<file path="src/rtl/outp_deserializer.sv">
// rtl/outp_deserializer.sv - serial outp/overflw sample deserializer with one-word output buffer
// Assembles WIDTH qualified samples LSB-first, flags overflow per word and counts overflow events.
module outp_deserializer #(
  parameter int WIDTH = 8,
  parameter int CNT_W = 8
) (
  input  logic             clock,
  input  logic             reset,
  input  logic             sample_en,
  input  logic             outp,
  input  logic             overflw,
  input  logic             data_ready,
  output logic [WIDTH-1:0] data_out,
  output logic             data_valid,
  output logic             frame_ovf,
  output logic [CNT_W-1:0] ovf_count,
  output logic             overrun
);

  localparam int BC_W = (WIDTH > 1) ? $clog2(WIDTH) : 1;
  localparam logic [BC_W-1:0] LAST_BIT = BC_W'(WIDTH - 1);
  localparam logic [CNT_W-1:0] CNT_MAX = {CNT_W{1'b1}};

  typedef enum logic {
    IDLE,
    COLLECT
  } state_t;

  state_t           state_q, state_d;
  logic [BC_W-1:0]  bit_cnt_q, bit_cnt_d;
  logic [WIDTH-1:0] shift_q, shift_d;
  logic             acc_ovf_q, acc_ovf_d;
  logic [WIDTH-1:0] data_out_q, data_out_d;
  logic             data_valid_q, data_valid_d;
  logic             frame_ovf_q, frame_ovf_d;
  logic [CNT_W-1:0] ovf_count_q, ovf_count_d;
  logic             overrun_q, overrun_d;

  logic             last_sample;
  logic [WIDTH-1:0] word_c;
  logic             word_ovf_c;

  always_comb begin
    last_sample = sample_en && (bit_cnt_q == LAST_BIT);
    // The completed word is the held bits plus the sample arriving this edge.
    word_c = shift_q;
    word_c[bit_cnt_q] = outp;
    word_ovf_c = acc_ovf_q | overflw;
  end

  always_comb begin
    state_d = state_q;
    if (sample_en) begin
      state_d = last_sample ? IDLE : COLLECT;
    end
  end

  always_comb begin
    bit_cnt_d    = bit_cnt_q;
    shift_d      = shift_q;
    acc_ovf_d    = acc_ovf_q;
    data_out_d   = data_out_q;
    data_valid_d = data_valid_q;
    frame_ovf_d  = frame_ovf_q;
    ovf_count_d  = ovf_count_q;
    overrun_d    = overrun_q;

    if (sample_en) begin
      if (overflw && (ovf_count_q != CNT_MAX)) begin
        ovf_count_d = ovf_count_q + CNT_W'(1);
      end
      if (last_sample) begin
        bit_cnt_d = '0;
        shift_d   = '0;
        acc_ovf_d = 1'b0;
      end else begin
        bit_cnt_d = bit_cnt_q + BC_W'(1);
        shift_d   = word_c;
        acc_ovf_d = word_ovf_c;
      end
    end

    if (last_sample) begin
      // A completed word may replace the buffered one only if it is being consumed.
      if (!data_valid_q || data_ready) begin
        data_out_d   = word_c;
        frame_ovf_d  = word_ovf_c;
        data_valid_d = 1'b1;
      end else begin
        overrun_d = 1'b1;
      end
    end else if (data_valid_q && data_ready) begin
      data_valid_d = 1'b0;
    end
  end

  always_ff @(posedge clock or negedge reset) begin
    if (!reset) begin
      state_q      <= IDLE;
      bit_cnt_q    <= '0;
      shift_q      <= '0;
      acc_ovf_q    <= 1'b0;
      data_out_q   <= '0;
      data_valid_q <= 1'b0;
      frame_ovf_q  <= 1'b0;
      ovf_count_q  <= '0;
      overrun_q    <= 1'b0;
    end else begin
      state_q      <= state_d;
      bit_cnt_q    <= bit_cnt_d;
      shift_q      <= shift_d;
      acc_ovf_q    <= acc_ovf_d;
      data_out_q   <= data_out_d;
      data_valid_q <= data_valid_d;
      frame_ovf_q  <= frame_ovf_d;
      ovf_count_q  <= ovf_count_d;
      overrun_q    <= overrun_d;
    end
  end

  assign data_out   = data_out_q;
  assign data_valid = data_valid_q;
  assign frame_ovf  = frame_ovf_q;
  assign ovf_count  = ovf_count_q;
  assign overrun    = overrun_q;

endmodule

</file>
<file path="config.mk">
export PLATFORM = sky130hd
export DESIGN_NAME = outp_deserializer
export DESIGN_NICKNAME = d
export VERILOG_FILES = /design/src/rtl/outp_deserializer.sv
export SDC_FILE = /design/constraint.sdc
export NUM_CORES = 1
export LEC_CHECK = 0
export ABC_AREA = 1
export CORE_AREA = 10 10 72 74
export DETAILED_ROUTE_END_ITERATION = 7
export DIE_AREA = 0 0 82 84
export DONT_BUFFER_PORTS = 1
export PLACE_DENSITY = 0.6
export SLEW_MARGIN = 25
export SYNTH_ARGS = -nofsm -noshare
export SYNTH_HDL_FRONTEND = slang
export SYNTH_SLANG_ARGS = --single-unit
</file>
<file path="constraint.sdc">
create_clock -name clock -period 1.6 [get_ports clock]
set_input_delay 0.24 -clock clock [delete_from_list [all_inputs] [get_ports clock]]
set_output_delay 0.24 -clock clock [all_outputs]
set_load 0.1 [all_outputs]
</file>
==> summary.md, run 1 <==
| Metric | Value |
|---|---|
| Commonest non-fill, non-tap cells in the layout | sky130_fd_sc_hd__nand2_1 (58), sky130_fd_sc_hd__o21ai_0 (25), sky130_fd_sc_hd__inv_1 (22), sky130_fd_sc_hd__dfrtp_1 (22), sky130_fd_sc_hd__buf_4 (20) |
| Initial core utilization | 38.3% |
| NumNets Final | 217 |
| Area of the die | 0.00689 mm^2 |
| Initial drt markers | 85 |
| Area of the placeable core | 0.00386 mm^2 |
| Cell at the root of the clock tree | sky130_fd_sc_hd__clkbuf_8 |
| DRC errors left | 0 |
| Achievable frequency | ~0.68 GHz |
| Maximum clock path buffer count | 2 |
| Sequential share of the synthesized area | 52.6% |
| Clock skew | about 4.9 ps |
| Relative area change from synthesis to final layout | 24.3% |
| Hold violation count in the final report | 0 |
| Via count of the first global-routing pass | 1176 |
| Peak supply drop | roughly 0.0013 V |
| Overall fraction of global-route tracks in use | 9.99% |
| Maximum number of pins on one net before global-route repair | 32 |
| Actual transition at the worst max-transition pin | 323 ps |
| Total number of placement rows | 23 |
| Placed wire-length estimate after detailed placement | 2.30 mm |
| Data required time at the worst endpoint | 1760 ps |
| Clock transition at the registers of the reported paths | roughly 60 ps |
| Nets in the synthesized netlist | 190 |
| Worst hold path startpoint | sample_en |
| Synth warn | 0 |
| Most common cell after layout, fill and taps aside | sky130_fd_sc_hd__nand2_1 |
| Vias/cell | 4.68 |
| Nature of the critical path endpoint | flip-flop |
| Footprint of the flip-flops and latches | slightly below 800 um^2 |
| Clock sinks | 31 |
| Reg-to-reg critical path startpoint | ovf_count[1]$_DFFE_PN0P_ |
| Synthesized area per cell | 8.15 um^2 |
| Insertion delay of the later-clocked pin in the worst-skew pair | 280 ps |
| Category of the critical setup timing path | flip-flop to flip-flop |
| Placer's final routability congestion estimate | about 0.75 |
| Max Cap Violations | 0 |
| Number of setup violations in the final report | 0 |
| Standby leakage power | 0.913 nW |
| Routed via count | 1213 |
| FF-to-FF path depth | 8 |
| Flop and latch count out of synthesis | 31 |
| Total CTS buffers | 5 |
| Number of unique standard cell types used by synthesis | 19 |
| Die X-Extent | just over 80 um |
| Total Negative Setup Slacks | 0 ps |
| Minimum clock period | 1470 ps |
| Slew Limit Fails | 0 |
| CTS H-tree lvls | 2 |
| Count of antenna diodes in the layout | 0 |
| Final-layout fill cell count | 371 |
| CP Launch Point | ovf_count[1]$_DFFE_PN0P_ |
| Die height | around 84 um |
| Combined area of the multi-input logic cells | just under 600 um^2 |
| Power density over the cells | 2270 mW/mm^2 |
| Detailed-router iteration count before antenna repair | 4 |
| Cells after synthesis | 181 |
| Initial antenna violation count | 0 |
| Global-route wire length before repair | between 5 and 6 mm |
| Final cell utilization of the core | 47.5% |
| Largest driver fanout on the critical path | 3 |
| Post-synthesis cell area | 0.00148 mm^2 |
| Crit start category | flip-flop |
| Data arrival time of the critical path | 1630 ps |
| Top-level port count | 25 |
| Post-detailed-route wirelength per cell | 12.2 um |
| Result of the run | completed |
| Total Wirelength | around 3.1 mm |
| Worst min path class | primary input to flip-flop |
| Layout cells sized above 1 | 22.0% |
| RSZ-0062 raised after global routing | no |
| Total overflow reported by the global router | 0 |
| Clock tree from TritonCTS | built |
| Final worst path period share | roughly nine tenths |
| Antenna-violating nets left | 0 |
| Count of input and output buffers | 0 |
| Number of instances on the worst hold path | 1 |
| Worst slew slack as a fraction of its limit | 78.4% |
-- registers in the layout (all words and copies together) (netlist names) --
| register | count |
|---|---|
| bit_cnt_q | 3 |
| data_out | 8 |
| overrun | 1 |
| shift_q | 8 |
| acc_ovf_q | 1 |
| frame_ovf | 1 |
| ovf_count | 8 |
| data_valid | 1 |
-- critical path, stage by stage, from the launching register on --
cell                      delay [ps]
sky130_fd_sc_hd__dfrtp_4         400
sky130_fd_sc_hd__buf_4           300
sky130_fd_sc_hd__nand2_1         140
sky130_fd_sc_hd__nor2_1          190
sky130_fd_sc_hd__nand2_1          80
sky130_fd_sc_hd__nand2_1          70
sky130_fd_sc_hd__nand2_1          50
sky130_fd_sc_hd__nand2_1          50
sky130_fd_sc_hd__nand2_1          70
-- Yosys cell counts --
library cell,n,area share [%]
sky130_fd_sc_hd__buf_4,1,0.51
sky130_fd_sc_hd__buf_6,1,0.76
sky130_fd_sc_hd__dfrtp_1,31,53
sky130_fd_sc_hd__ha_1,3,2.5
sky130_fd_sc_hd__inv_1,22,5.6
sky130_fd_sc_hd__inv_2,3,0.76
sky130_fd_sc_hd__nand2_1,58,15
sky130_fd_sc_hd__nand2_2,2,0.85
sky130_fd_sc_hd__nand2_4,1,0.76
sky130_fd_sc_hd__nand3_1,15,5.1
sky130_fd_sc_hd__nand4_1,2,0.85
sky130_fd_sc_hd__nor2_1,7,1.8
sky130_fd_sc_hd__nor2_2,2,0.85
sky130_fd_sc_hd__o21ai_0,25,8.5
sky130_fd_sc_hd__o21ai_1,2,0.68
sky130_fd_sc_hd__o21bai_1,3,1.5
sky130_fd_sc_hd__o22ai_1,1,0.42
sky130_fd_sc_hd__xnor2_1,1,0.59
sky130_fd_sc_hd__xor2_1,1,0.59
-- final timing paths --
kind	to	slack [ps]
worst max-delay path	ovf_count[5]$_DFFE_PN0P_	130
worst min-delay path	bit_cnt_q[2]$_DFFE_PN0P_	60
worst max register to register	ovf_count[5]$_DFFE_PN0P_	130
worst min register to register	data_out[3]$_DFFE_PN0P_	480
max in group asynchronous	data_valid$_DFFE_PN0P_	1020
min in group asynchronous	shift_q[1]$_DFFE_PN0P_	390
-- report_power, final --
group	switching [mW]	internal [mW]	total, mW
Combinational	1.65	0.460	2.10
Clock	0.293	0.503	0.796
Sequential	0.170	1.08	1.25
Total	2.11	2.05	4.15
-- layer usage --
layer,wire [um],GRT usage [%],up-vias
li1,-,-,628
met1,1420,12.0,555
met2,1420,14.5,26
met3,266,4.53,4
met4,47,4.95,0
met5,0,0,-
-- cell families after synthesis --
kind of cell	count (synthesis)	synth area share, %
xor gates and xnor gates	2	1.19
buffers and inverters	27	7.63
and+or+nand+nor	87	24.9
AOI/OAI and AO/OA	31	11.1
DFF	31	52.6
adders and majority gates	3	2.54
-- stage by stage --
stage                     power (mW)  hold WS, ps  instances  setup WS, ps  area (um^2)
after floorplan                 2.93        -55.6        181          71.9         1490
after CTS                       4.21         46.0        259           134         1830
after global placement          3.34        -54.4        249           185         1690
after detailed placement        3.36        -54.3        249           115         1690
after global routing            4.40         58.4        259          2.72         1830
final                           4.15         55.2        259           132         1830
-- layout make-up --
cell class / count / area share [%]
sequential: 31 / 43.2
multi-input combinational: 123 / 32.0
timing repair buffer: 22 / 9.83
inverter: 25 / 5.12
clock buffer: 6 / 4.51
tap: 50 / 3.41
clock inverter: 2 / 1.91
-- timing repair --
action	4_1_cts	5_1_grt
gates resized for setup	0	0
hold buffers	2	0
hold endpoints to repair	31	0
buffers inserted	0	0
Note: power is estimated with default switching activity, not from simulation.
==> run 2: changes to the inputs <==
==> constraint.sdc (replaced) <==
create_clock -name clock -period 1.9 [get_ports clock]
set_input_delay 0.285 -clock clock [delete_from_list [all_inputs] [get_ports clock]]
set_output_delay 0.285 -clock clock [all_outputs]
set_load 0.02 [all_outputs]
==> summary.md, run 2 (synthesis results as in run 1) <==
| Metric | Value |
|---|---|
| Post-detailed-route wirelength per cell | 12.3 um (was 12.2 um) |
| Total overflow reported by the global router | 0 (unchanged) |
| Clock transition at the registers of the reported paths | 60 ps (about the same) |
| Crit start category | flip-flop (unchanged) |
| Clock tree from TritonCTS | built (unchanged) |
| Actual transition at the worst max-transition pin | 369 ps (was 323 ps) |
| CTS Hold Buffers Added | 2 (unchanged) |
| Clock sinks | 31 (unchanged) |
| Top-level port count | 25 (unchanged) |
| Area of the die | 0.00689 mm^2 (unchanged) |
| Initial drt markers | 77 (was 85) |
| Footprint of the flip-flops and latches | 776 um^2 (was 792 um^2) |
| Count of input and output buffers | 0 (unchanged) |
| Count of antenna diodes in the layout | 0 (unchanged) |
| Placed wire-length estimate after detailed placement | 2.16 mm (was 2.30 mm) |
| Total CTS buffers | 5 (unchanged) |
| Clock skew | 5.92 ps (was 4.90 ps) |
| Worst min path class | primary input to flip-flop (unchanged) |
| Number of setup violations in the final report | 0 (unchanged) |
| Library cell contributing the largest single delay on the critical path | sky130_fd_sc_hd__dfrtp_1 (was sky130_fd_sc_hd__dfrtp_4) |
| RSZ-0062 raised after global routing | no (unchanged) |
| Data required time at the worst endpoint | 2070 ps (was 1760 ps) |
| Die height | 84 um (unchanged) |
| Cell breakdown of the critical path | ha_1 > nand3_1 > inv_1 > nand2_2 > nand2_4 > inv_2 > nand2_1 > nand2_1 (was buf_4 > nand2_1 > nor2_1 > nand2_1 > nand2_1 > nand2_1 > nand2_1 > nand2_1) |
| Overall fraction of global-route tracks in use | 9.61% (was 9.99%) |
| Cell at the root of the clock tree | sky130_fd_sc_hd__clkbuf_8 (unchanged) |
| Die X-Extent | 82 um (unchanged) |
| Total Negative Setup Slacks | 0 ps (unchanged) |
| CTS H-tree lvls | 2 (unchanged) |
| Power density over the cells | 1390 mW/mm^2 (was 2270 mW/mm^2) |
| Combined area of the multi-input logic cells | 587 um^2 (unchanged) |
| Peak supply drop | 0.000434 V (was 0.00134 V) |
| Final-layout fill cell count | 395 (was 371) |
| Routed via count | 1103 (was 1213) |
| Initial antenna violation count | 0 (unchanged) |
| Max Cap Violations | 0 (unchanged) |
| Layout cells sized above 1 | 7.94% (was 22.0%) |
| Setup bufs post-CTS | 0 (unchanged) |
| Largest driver fanout on the critical path | 8 (was 3) |
| CP Launch Point | ovf_count[0]$_DFFE_PN0P_ (was ovf_count[1]$_DFFE_PN0P_) |
| Result of the run | completed (unchanged) |
| Antenna-violating nets left | 0 (unchanged) |
| Most common cell after layout, fill and taps aside | sky130_fd_sc_hd__nand2_1 (unchanged) |
| Final worst path period share | 81.7% (was 91.7%) |
| Via count of the first global-routing pass | 1092 (was 1176) |
| Reg-to-reg critical path startpoint | ovf_count[0]$_DFFE_PN0P_ (was ovf_count[1]$_DFFE_PN0P_) |
| Area of the placeable core | 0.00386 mm^2 (unchanged) |
| Slew Limit Fails | 0 (unchanged) |
| Standby leakage power | 0.804 nW (was 0.913 nW) |
| Nature of the critical path endpoint | flip-flop (unchanged) |
| Achievable frequency | 0.644 GHz (was 0.681 GHz) |
| Largest delay contributor family on the critical path | flip-flops (was simple AND/OR/NAND/NOR gates) |
| Data arrival time of the critical path | 1720 ps (was 1630 ps) |
| Commonest non-fill, non-tap cells in the layout | sky130_fd_sc_hd__nand2_1 (58), sky130_fd_sc_hd__dfrtp_1 (31), sky130_fd_sc_hd__o21ai_0 (25) (was sky130_fd_sc_hd__nand2_1 (58), sky130_fd_sc_hd__o21ai_0 (25), sky130_fd_sc_hd__inv_1 (22), sky130_fd_sc_hd__dfrtp_1 (22), sky130_fd_sc_hd__buf_4 (20)) |
| Total Wirelength | 2.93 mm (was 3.15 mm) |
| Insertion delay of the later-clocked pin in the worst-skew pair | 280 ps (about the same) |
| Cell repeated most along the worst path | sky130_fd_sc_hd__nand2_1 (unchanged) |
| Detailed-router iteration count before antenna repair | 4 (unchanged) |
| Power after layout | 2.27 mW (was 4.15 mW) |
| NumNets Final | 197 (was 217) |
| Stage delay of the slowest cell on the critical path | 550 ps (was 400 ps) |
| Maximum clock path buffer count | 2 (unchanged) |
| Combined buffer and inverter count along the critical path | 2 (was 1) |
| Worst slew slack as a fraction of its limit | 75.4% (was 78.4%) |
| Global-route wire length before repair | 5.19 mm (was 5.41 mm) |
| Total number of placement rows | 23 (unchanged) |
| Vias/cell | 4.62 (was 4.68) |
| DRC errors left | 0 (unchanged) |
| Worst hold path startpoint | sample_en (unchanged) |
| Maximum number of pins on one net before global-route repair | 32 (unchanged) |
| Placer's final routability congestion estimate | 0.780 (was 0.752) |
| Initial core utilization | 38.3% (unchanged) |
| Hold violation count in the final report | 0 (unchanged) |
| Relative area change from synthesis to final layout | 10.5% (was 24.3%) |
| Number of resized instances in the post-cts repair step | 0 (unchanged) |
| Minimum clock period | 1550 ps (was 1470 ps) |
| Category of the critical setup timing path | flip-flop to flip-flop (unchanged) |
[run 2: cell types whose count changed in the layout (fill, tap and decap cells not counted), sizes merged]
cell    previous run  this run
buf               21         1
bufinv             1         0
clkbuf             6         7
[run 2: per-layer routing]
layer / GRT usage [%] / wire, um / vias up / share of wire [%]
met5: 0 / 0 / - / 0
met1: 12.6 / 1400 / 485 / 48
met2: 13.1 / 1240 / 23 / 42
met4: 4.64 / 55 / 0 / 1.9
li1: - / - / 588 / -
met3: 3.88 / 236 / 7 / 8.1
[run 2: cell type report]
cell class	instances	share of cell area, %
Clock buffer	7	4.68
Timing Repair Buffer	2	1.84
Inverter	25	5.76
Multi-Input combinational cell	123	36.0
Sequential cell	31	47.6
Clock inverter	1	0.307
Tap cell	50	3.84
[run 2: where the power goes]
part	switching (mW)	internal [mW]	total, mW
Sequential	0.371	0.898	1.27
Combinational	0.310	0.216	0.526
Clock	0.219	0.256	0.475
[run 2: worst paths after layout]
check | end | depth (start not counted) | slack, ps
max | ovf_count[5]$_DFFE_PN0P_ | 8 | 350
min | bit_cnt_q[2]$_DFFE_PN0P_ | 1 | 100
max reg2reg | ovf_count[5]$_DFFE_PN0P_ | 8 | 350
min reg2reg | shift_q[5]$_DFFE_PN0P_ | 2 | 490
max in group asynchronous | bit_cnt_q[0]$_DFFE_PN0P_ | 2 | 1280
min in group asynchronous | acc_ovf_q$_DFFE_PN0P_ | 2 | 450
[run 2: worst reg2reg max path: stages (launching register included)]
cell and delay, ps:
sky130_fd_sc_hd__dfrtp_1 550, sky130_fd_sc_hd__ha_1 250, sky130_fd_sc_hd__nand3_1 110, sky130_fd_sc_hd__inv_1 130, sky130_fd_sc_hd__nand2_2 110, sky130_fd_sc_hd__nand2_4 120, sky130_fd_sc_hd__inv_2 70, sky130_fd_sc_hd__nand2_1 70
sky130_fd_sc_hd__nand2_1 40
[run 2: per-stage QoR]
| stage | setup WS (ps) | util (%) | hold slack, ps | instance area (um^2) | instances |
|---|---|---|---|---|---|
| 2_1_floorplan | 513 | - | -10.6 | 1480 | 181 |
| 3_3_place_gp | 342 | 39.4 | -9.48 | 1520 | 229 |
| 3_5_place_dp | 338 | 39.4 | -9.51 | 1520 | 229 |
| 4_1_cts | 328 | 42.3 | 89.5 | 1630 | 239 |
| 5_1_grt | 178 | 42.3 | 89.7 | 1630 | 239 |
| 6_report | 348 | 42.3 | 99.4 | 1630 | 239 |
==> run 3: changes to the inputs <==
PLACE_DENSITY = 0.62   (was 0.6)
clock period = 1.3 ns   (was 1.9 ns; I/O delays follow)
==> summary.md, run 3 (synthesis results as in run 1) <==
| Metric | Value |
|---|---|
| Insertion delay of the later-clocked pin in the worst-skew pair | 280 ps (about the same) |
| Clock tree from TritonCTS | built (unchanged) |
| Footprint of the flip-flops and latches | 778 um^2 (was 776 um^2) |
| Initial antenna violation count | 0 (unchanged) |
| Worst min path class | primary input to flip-flop (unchanged) |
| Clock transition at the registers of the reported paths | 60 ps (about the same) |
| Combined area of the multi-input logic cells | 636 um^2 (was 587 um^2) |
| Maximum number of pins on one net before global-route repair | 32 (unchanged) |
| CP Launch Point | bit_cnt_q[1]$_DFFE_PN0P_ (was ovf_count[0]$_DFFE_PN0P_) |
| Setup slack of the critical path after layout | 66.3 ps (was 348 ps) |
| Via count of the first global-routing pass | 1105 (was 1092) |
| Layout cells sized above 1 | 18.6% (was 7.94%) |
| Total number of placement rows | 23 (unchanged) |
| Post-detailed-route wirelength per cell | 12.2 um (was 12.3 um) |
| Total Negative Setup Slacks | 0 ps (unchanged) |
| Final cell utilization of the core | 47.2% (was 42.3%) |
| Routed via count | 1170 (was 1103) |
| Relative area change from synthesis to final layout | 23.4% (was 10.5%) |
| Peak supply drop | 0.000652 V (was 0.000434 V) |
| Largest driver fanout on the critical path | 5 (was 8) |
| Count of antenna diodes in the layout | 0 (unchanged) |
| Data required time at the worst endpoint | 1450 ps (was 2070 ps) |
| Global-route wire length before repair | 5.04 mm (was 5.19 mm) |
| Power density over the cells | 1970 mW/mm^2 (was 1390 mW/mm^2) |
| DRC errors left | 0 (unchanged) |
| Detailed-router iteration count before antenna repair | 4 (unchanged) |
| Initial core utilization | 38.3% (unchanged) |
| Minimum clock period | 1230 ps (was 1550 ps) |
| Non-filler instance count after layout | 254 (was 239) |
| Vias/cell | 4.61 (was 4.62) |
| Final-layout fill cell count | 393 (was 395) |
| Highest layer used for signal routing | met4 (unchanged) |
| Overall fraction of global-route tracks in use | 9.31% (was 9.61%) |
| Area of the die | 0.00689 mm^2 (unchanged) |
| Achievable frequency | 0.811 GHz (was 0.644 GHz) |
| Metal3 WL | 233 um (was 236 um) |
| M1 WL | 1.35 mm (was 1.40 mm) |
| Number of setup violations in the final report | 0 (unchanged) |
| Nature of the critical path endpoint | flip-flop (unchanged) |
| Die X-Extent | 82 um (unchanged) |
| Most common cell after layout, fill and taps aside | sky130_fd_sc_hd__nand2_1 (unchanged) |
| Maximum clock path buffer count | 2 (unchanged) |
| Total CTS buffers | 5 (unchanged) |
| Final worst path period share | 94.9% (was 81.7%) |
| Initial drt markers | 46 (was 77) |
| Area of the placeable core | 0.00386 mm^2 (unchanged) |
| Result of the run | completed (unchanged) |
| Commonest non-fill, non-tap cells in the layout | sky130_fd_sc_hd__nand2_1 (57), sky130_fd_sc_hd__dfrtp_1 (29), sky130_fd_sc_hd__inv_1 (21) (was sky130_fd_sc_hd__nand2_1 (58), sky130_fd_sc_hd__dfrtp_1 (31), sky130_fd_sc_hd__o21ai_0 (25)) |
| Count of input and output buffers | 0 (unchanged) |
| Standby leakage power | 0.908 nW (was 0.804 nW) |
| Total overflow reported by the global router | 0 (unchanged) |
| Hold violation count in the final report | 0 (unchanged) |
| Data arrival time of the critical path | 1390 ps (was 1720 ps) |
| Number of cells in the design after placement | 243 (was 229) |
| Max Cap Violations | 0 (unchanged) |
| Top-level port count | 25 (unchanged) |
| CTS H-tree lvls | 2 (unchanged) |
| Placed wire-length estimate after detailed placement | 2.16 mm (about the same) |
| Crit start category | flip-flop (unchanged) |
| Actual transition at the worst max-transition pin | 256 ps (was 369 ps) |
| Antenna-violating nets left | 0 (unchanged) |
| Setup bufs post-CTS | 0 (unchanged) |
| Worst hold path startpoint | sample_en (unchanged) |
| Cell at the root of the clock tree | sky130_fd_sc_hd__clkbuf_8 (unchanged) |
| Category of the critical setup timing path | flip-flop to flip-flop (unchanged) |
| Placer's final routability congestion estimate | 0.784 (was 0.780) |
| Slew Limit Fails | 0 (unchanged) |
| Reg-to-reg critical path startpoint | bit_cnt_q[1]$_DFFE_PN0P_ (was ovf_count[0]$_DFFE_PN0P_) |
| Met2 wire len | 1.48 mm (was 1.24 mm) |
| Power after layout | 3.59 mW (was 2.27 mW) |
| Total Wirelength | 3.09 mm (was 2.93 mm) |
| Clock skew | 5.84 ps (was 5.92 ps) |
| Die height | 84 um (unchanged) |
| Clock sinks | 31 (unchanged) |
| Worst slew slack as a fraction of its limit | 82.8% (was 75.4%) |
| Placement-stage worst setup slack | -37.8 ps (was 338 ps) |
| NumNets Final | 213 (was 197) |
[run 3: cell types whose count changed in the layout (fill, tap and decap cells not counted), sizes merged]
cell         previous run  this run
clkbuf                  7         6
dlygate4sd3             1         3
buf                     1        15
[run 3: timing repair]
item | CTS | global route
pin swaps | 1 | 1
hold endpoints to repair | 32 | 1
hold buffers | 3 | 1
resized for setup | 3 | 13
setup endpoints to repair | 14 | 16
[run 3: cell type report]
| type | count | area share (%) |
|---|---|---|
| repair buffers | 18 | 8.52 |
| multi-input cells | 123 | 34.9 |
| clock inverters | 1 | 0.275 |
| well taps | 50 | 3.44 |
| flip-flops and latches | 31 | 42.7 |
| inverters | 25 | 5.57 |
| clock buffers | 6 | 4.54 |
[run 3: final timing paths]
| path | endpoint | slack (ps) | cells past startpoint |
|---|---|---|---|
| setup reg to reg | shift_q[5]$_DFFE_PN0P_ | 70 | 5 |
| hold reg to reg | shift_q[6]$_DFFE_PN0P_ | 480 | 2 |
| hold / removal | bit_cnt_q[1]$_DFFE_PN0P_ | 30 | 1 |
| min in group asynchronous | data_out[4]$_DFFE_PN0P_ | 350 | 2 |
| max in group asynchronous | ovf_count[1]$_DFFE_PN0P_ | 760 | 2 |
| setup / recovery | shift_q[5]$_DFFE_PN0P_ | 70 | 5 |
[run 3: metrics by stage]
step,hold WS (ps),instance area [um^2]
2_1_floorplan,-101,1500
3_3_place_gp,-99.4,1650
3_5_place_dp,-99.6,1650
4_1_cts,1.72,1790
5_1_grt,19.4,1820
6_report,26.6,1820
[run 3: worst max-delay path, stage by stage, from the launching register on]
cell and delay, ps:
sky130_fd_sc_hd__dfrtp_1 380, sky130_fd_sc_hd__buf_4 150, sky130_fd_sc_hd__inv_1 120, sky130_fd_sc_hd__nand3_1 110
sky130_fd_sc_hd__o21ai_0 230, sky130_fd_sc_hd__o21ai_0 120
[run 3: layer usage]
layer	global-route usage, %	vias up
met5	0	-
met4	3.25	0
met3	5.60	2
met2	14.1	23
met1	10.4	520
li1	-	625
[run 3: report_power, final]
group | total, mW | internal [mW] | switching [mW]
registers | 1.71 | 1.32 | 0.399
logic | 1.11 | 0.472 | 0.642
clock network | 0.762 | 0.415 | 0.348
total | 3.59 | 2.20 | 1.39
